===== config.mk =====
export PLATFORM = sky130hd
export DESIGN_NAME = ex_mem_stage
export DESIGN_NICKNAME = d
export VERILOG_FILES = /design/src/rtl/riscv_pkg.sv /design/src/rtl/ex_mem_stage_alu.sv /design/src/rtl/ex_mem_stage.sv
export SDC_FILE = /design/constraint.sdc
export NUM_CORES = 1
export LEC_CHECK = 0
export ABC_AREA = 1
export CORE_MARGIN = 4
export CORE_UTILIZATION = 46
export CTS_CLUSTER_SIZE = 14
export DETAILED_ROUTE_END_ITERATION = 10
export DONT_BUFFER_PORTS = 1
export PLACE_DENSITY = 0.63
export SETUP_SLACK_MARGIN = 0.5
export SYNTH_ARGS = -nofsm -noshare
export SYNTH_HDL_FRONTEND = slang
export SYNTH_SLANG_ARGS = --single-unit

===== constraint.sdc =====
create_clock -name clk -period 6.3 [get_ports clk]
set_input_delay 1.89 -clock clk [delete_from_list [all_inputs] [get_ports clk]]
set_output_delay 1.89 -clock clk [all_outputs]
set_load 0.005 [all_outputs]

===== src/rtl/riscv_pkg.sv =====
// Shared RV32 core definitions: ALU opcodes, writeback-select codes, datapath width.
package riscv_pkg;

    localparam int XLEN = 32;

    typedef enum logic [2:0] {
        ALU_ADD = 3'b000,
        ALU_SUB = 3'b001,
        ALU_AND = 3'b010,
        ALU_OR  = 3'b011,
        ALU_XOR = 3'b100,
        ALU_SLL = 3'b101,
        ALU_SRL = 3'b110,
        ALU_SLT = 3'b111
    } alu_op_t;

    localparam logic [1:0] WB_ALU  = 2'b00;
    localparam logic [1:0] WB_LOAD = 2'b01;
    localparam logic [1:0] WB_PC4  = 2'b10;

endpackage


===== src/rtl/ex_mem_stage_alu.sv =====
// Combinational RV32 ALU: eight operations plus a zero-result flag.
module alu
    import riscv_pkg::*;
#(
    parameter int XLEN = 32
) (
    input  logic [XLEN-1:0] a,
    input  logic [XLEN-1:0] b,
    input  alu_op_t         op,
    output logic [XLEN-1:0] result,
    output logic            zero
);

    logic [4:0] w_shamt;
    logic       w_lt;

    assign w_shamt = b[4:0];
    assign w_lt    = ($signed(a) < $signed(b));

    // Operation select
    always_comb begin
        result = {XLEN{1'b0}};
        case (op)
            ALU_ADD: result = a + b;
            ALU_SUB: result = a - b;
            ALU_AND: result = a & b;
            ALU_OR:  result = a | b;
            ALU_XOR: result = a ^ b;
            ALU_SLL: result = a << w_shamt;
            ALU_SRL: result = a >> w_shamt;
            ALU_SLT: result = {{(XLEN-1){1'b0}}, w_lt};
            default: result = {XLEN{1'b0}};
        endcase
    end

    assign zero = (result == {XLEN{1'b0}});

endmodule


===== src/rtl/ex_mem_stage.sv =====
// Execute stage and EX/MEM pipeline register with stall, flush and an
// instruction counter for everything that reaches the memory stage.
module ex_mem_stage
    import riscv_pkg::*;
#(
    parameter int XLEN  = 32,
    parameter int CNT_W = 32
) (
    input  logic             clk,
    input  logic             resetn,
    input  logic             stall,
    input  logic             flush,
    input  logic             valid_in,
    input  logic [XLEN-1:0]  alu_input1,
    input  logic [XLEN-1:0]  alu_input2,
    input  logic [2:0]       alu_control,
    input  logic [XLEN-1:0]  data_memory_store_in,
    input  logic             reg_write_in,
    input  logic [4:0]       rd_address_in,
    input  logic             data_mem_write_in,
    input  logic [1:0]       wb_sel_in,
    input  logic [XLEN-1:0]  pc_plus_four_in,
    output logic             alu_zero,
    output logic             valid_out,
    output logic [XLEN-1:0]  alu_result_out,
    output logic [XLEN-1:0]  data_memory_store_out,
    output logic             reg_write_out,
    output logic [4:0]       rd_address_out,
    output logic             data_mem_write_out,
    output logic [1:0]       wb_sel_out,
    output logic [XLEN-1:0]  pc_plus_four_out,
    output logic [CNT_W-1:0] instr_count
);

    logic [XLEN-1:0]  w_alu_result;
    logic             w_alu_zero;

    logic             r_valid;
    logic [XLEN-1:0]  r_alu_result;
    logic [XLEN-1:0]  r_store_data;
    logic             r_reg_write;
    logic [4:0]       r_rd_address;
    logic             r_mem_write;
    logic [1:0]       r_wb_sel;
    logic [XLEN-1:0]  r_pc_plus_four;
    logic [CNT_W-1:0] r_instr_count;

    alu #(.XLEN(XLEN)) u_alu (
        .a      (alu_input1),
        .b      (alu_input2),
        .op     (alu_op_t'(alu_control)),
        .result (w_alu_result),
        .zero   (w_alu_zero)
    );

    // EX/MEM register: reset > flush > stall > load
    always_ff @(posedge clk) begin
        if (!resetn || flush) begin
            r_valid        <= 1'b0;
            r_alu_result   <= {XLEN{1'b0}};
            r_store_data   <= {XLEN{1'b0}};
            r_reg_write    <= 1'b0;
            r_rd_address   <= 5'd0;
            r_mem_write    <= 1'b0;
            r_wb_sel       <= 2'b00;
            r_pc_plus_four <= {XLEN{1'b0}};
        end else if (stall) begin
            r_valid        <= r_valid;
            r_alu_result   <= r_alu_result;
            r_store_data   <= r_store_data;
            r_reg_write    <= r_reg_write;
            r_rd_address   <= r_rd_address;
            r_mem_write    <= r_mem_write;
            r_wb_sel       <= r_wb_sel;
            r_pc_plus_four <= r_pc_plus_four;
        end else begin
            r_valid        <= valid_in;
            r_alu_result   <= w_alu_result;
            r_store_data   <= data_memory_store_in;
            // x0 is never written, and bubbles never write anything
            r_reg_write    <= reg_write_in & valid_in & (rd_address_in != 5'd0);
            r_rd_address   <= rd_address_in;
            r_mem_write    <= data_mem_write_in & valid_in;
            r_wb_sel       <= wb_sel_in;
            r_pc_plus_four <= pc_plus_four_in;
        end
    end

    // Instruction counter: only valid normal loads advance it (wraps naturally)
    always_ff @(posedge clk) begin
        if (!resetn) begin
            r_instr_count <= {CNT_W{1'b0}};
        end else if (!flush && !stall && valid_in) begin
            r_instr_count <= r_instr_count + {{(CNT_W-1){1'b0}}, 1'b1};
        end else begin
            r_instr_count <= r_instr_count;
        end
    end

    assign alu_zero              = w_alu_zero;
    assign valid_out             = r_valid;
    assign alu_result_out        = r_alu_result;
    assign data_memory_store_out = r_store_data;
    assign reg_write_out         = r_reg_write;
    assign rd_address_out        = r_rd_address;
    assign data_mem_write_out    = r_mem_write;
    assign wb_sel_out            = r_wb_sel;
    assign pc_plus_four_out      = r_pc_plus_four;
    assign instr_count           = r_instr_count;

endmodule

==> out/results.tsv <==
metric	value	unit
Critical Path Stages	18	
commonest non-fill, non-tap cells in the layout	nand2_1 (702), nand3_1 (399), inv_1 (336)	
sequential cell area	0.002763	mm2
height of the die	189.3	um
post-synth design cell area	0.01512	mm2
setup_tns	0	ps
Critical Path Source	alu_input2[22]	
deepest level of the CTS H-tree	4	
Post-Syn Nets	2985	
hold crit path type	reg -> reg	
CP most frequent cell	nand2_1	
critical path required time	4410	ps
clk sink count	138	
Core ar.	0.03245	mm2
fin util	56.63	%
multi-input logic area	0.01171	mm2
nets@finish	3016	
Vias per Instance	5.717	
starting density of the core	46.60	%
Worst Setup EP	alu_zero	
max-cap viol count	0	
R2R setup slack	3980	ps
unrepaired setup endpoints after global routing	yes	
Tmin final	5831	ps
hold slack final	482.8	ps
FFs w/ async S/R, synth	0	%
syn avg cell area	5.520	um2
yosys warns	0	
first-pass GRT wire length	100.8	mm
Worst-path clk slew	60	ps
CTS max path bufs	2	
chip width	189.3	um
initial antenna violation count	5	
share of cells above drive strength 1	19.50	%
Max FO, Critical Path	9	
peak supply drop	0.0001645	V
row count	66	
RR Startpoint	instr_count[1]	
Port Buffers	0	
Slew @ Worst Pin	1058	ps
most common cell after layout, fill and taps aside	nand2_1	
Tot GR Track Use	36.34	%
sequential area share after synthesis	18.27	%
crit path cell chain	inv_1, ha_4, nand2_1, inv_1, nand2_1, inv_1, nand2_1, nor2_1, nand2_1, nand3_1, nand2_1, nand3_1, nand3_2, nor2_1, nand2_1, nor2_2, nand2_2, nor2_4	
Critical path buffers and inverters	3	
vias in the first global route	16780	
Avg WL per Cell	21.45	um
Post-synth EDFFs	0	
slowest cell delay on critical path	370	ps
WL final	69.24	mm
DRT Pass-1 Iters	6	
CTS Root Cell	clkbuf_16	
Unique masters post-synth	47	
placed insts	3137	
cell family with most CP delay	simple AND/OR/NAND/NOR gates	
period utilisation layout	92.55	%
RR Endpoint	instr_count[30]	
pwr/cell area	172.9	mW/mm2
Hold Startpoint	pc_plus_four_out[25]	
area grow syn2layout	21.52	%
CP Capture Type	output pin	
outcome	completed	
post-DP HPWL	54.93	mm
Fin. Hold Viols	0	
Iter 0 DRT Violations	1698	
Layout fillers	3422	
Startpoint Class	input port	
hold_buf cts	0	
critical path class	in -> out	
largest net degree at the start of global routing	111	
count of state elements after synthesis	138	
Overflow after GRT	0	
vias post-DR	18450	
full die area	0.03584	mm2
total CTS buffers	17	
FMAX	0.1715	GHz
slowest CP cell	ha_4	
Setup Skew	7.136	ps
Slew Viols, Final	0	
ys flop type	dfxtp_1	
Slew headroom	29.45	%
# IOs	284	
Worst Path Arrival	3940	ps
Final Instance Count excl. Fillers	3228	
number of antenna-violating nets in the routed design	0	
Clk Latency, worst-skew pair	420	ps
post-synthesis cell count	2740	
Reg2Reg Depth	11	
leak pwr	8.817	nW
Final Setup Violations	0	
drt drc	0	
gpl congestion	1.076	
CTS tree	built	
metrics by stage:
stage               area, um2  total power [mW]  setup WS [ps]
detailed placement      15730             1.947         -173.3
global placement        15730             1.942         -195.0
CTS                     17270             3.027          443.4
floorplan               15180             1.621          501.9
global route            18380             3.328          375.5
finish                  18380             3.178          469.4
worst min path at each step:
| stage | depth (start not counted) | end | slack [ps] |
|---|---|---|---|
| 2_1_floorplan | 2 | data_memory_store_out[15] | 450 |
| 3_3_place_gp | 2 | pc_plus_four_out[25] | 470 |
| 3_5_place_dp | 2 | pc_plus_four_out[25] | 480 |
| 4_1_cts | 2 | pc_plus_four_out[25] | 490 |
| 5_1_grt | 2 | pc_plus_four_out[27] | 500 |
| 6_report | 2 | pc_plus_four_out[25] | 480 |
sequential cells by signal, indices dropped and copies added, names as in the netlist:
register	count
wb_sel_out	2
alu_result_out	32
data_mem_write_out	1
instr_count	32
data_memory_store_out	32
valid_out	1
pc_plus_four_out	32
rd_address_out	5
reg_write_out	1
routing by layer:
layer	part of all wire, %	global-route usage (%)	vias up
met5	0.056	0	-
met4	7.2	22.40	6
met3	9.5	8.149	192
met2	45	59.78	972
met1	38	43.13	8422
li1	-	-	8861
cell usage after synthesis, types with 6 or more instances:
| library cell | instances | area (um2) |
|---|---|---|
| nor2_2 | 7 | 43.79 |
| nor4_1 | 7 | 43.79 |
| o211ai_1 | 12 | 90.09 |
| nand2_1 | 803 | 3014 |
| a21oi_1 | 155 | 775.7 |
| o21ai_0 | 84 | 420.4 |
| nor3_1 | 29 | 145.1 |
| buf_2 | 49 | 245.2 |
| nand4_1 | 44 | 275.3 |
| buf_4 | 16 | 120.1 |
| inv_2 | 19 | 71.32 |
| o21ai_1 | 12 | 60.06 |
| and2_1 | 17 | 106.4 |
| nand3_1 | 438 | 2192 |
| buf_1 | 10 | 37.54 |
| inv_1 | 365 | 1370 |
| clkbuf_1 | 51 | 191.4 |
| dfxtp_1 | 138 | 2763 |
| ha_1 | 98 | 1226 |
| nor2_1 | 280 | 1051 |
| xor2_1 | 18 | 157.7 |
| or2_2 | 6 | 37.54 |
| o22ai_1 | 25 | 156.4 |
| nor3_2 | 7 | 70.07 |
tightest hold or removal path: cells and delay by family (launching register included):
family	cells	cell delay (ps)
simple gates	1	60
compound gates	1	50
flops	1	320
timing repair:
item,CTS,global route
pin swaps,34,108
gates resized for setup,183,239
endpoints found under the setup margin,1,1
cloned,3,0
setup buffers,11,43
where the power goes:
group | switching, mW | internal [mW]
sequential | 0.0244 | 0.898
clock | 0.407 | 0.574
combinational | 0.813 | 0.461
total | 1.24 | 1.93
cell type report:
cell class	count	area share, %
diodes	2	0.02723
clock buffers	19	2.464
clock inverters	13	0.7080
inverters	386	8.224
multi-input cells	2085	63.73
flip-flops and latches	138	15.03
well taps	442	3.009
repair buffers	143	6.808
cells by family after synthesis:
kind of cell,after synthesis,share of synthesized area [%]
AO/OA/AOI/OAI,305,10.88
AND/OR/NAND/NOR,1661,47.49
buffers and inverters,517,13.90
adder cells (fa/ha/maj),100,8.372
flip-flops,138,18.27
XOR/XNOR,19,1.100
No activity file was read; power rests on OpenSTA's default activity.
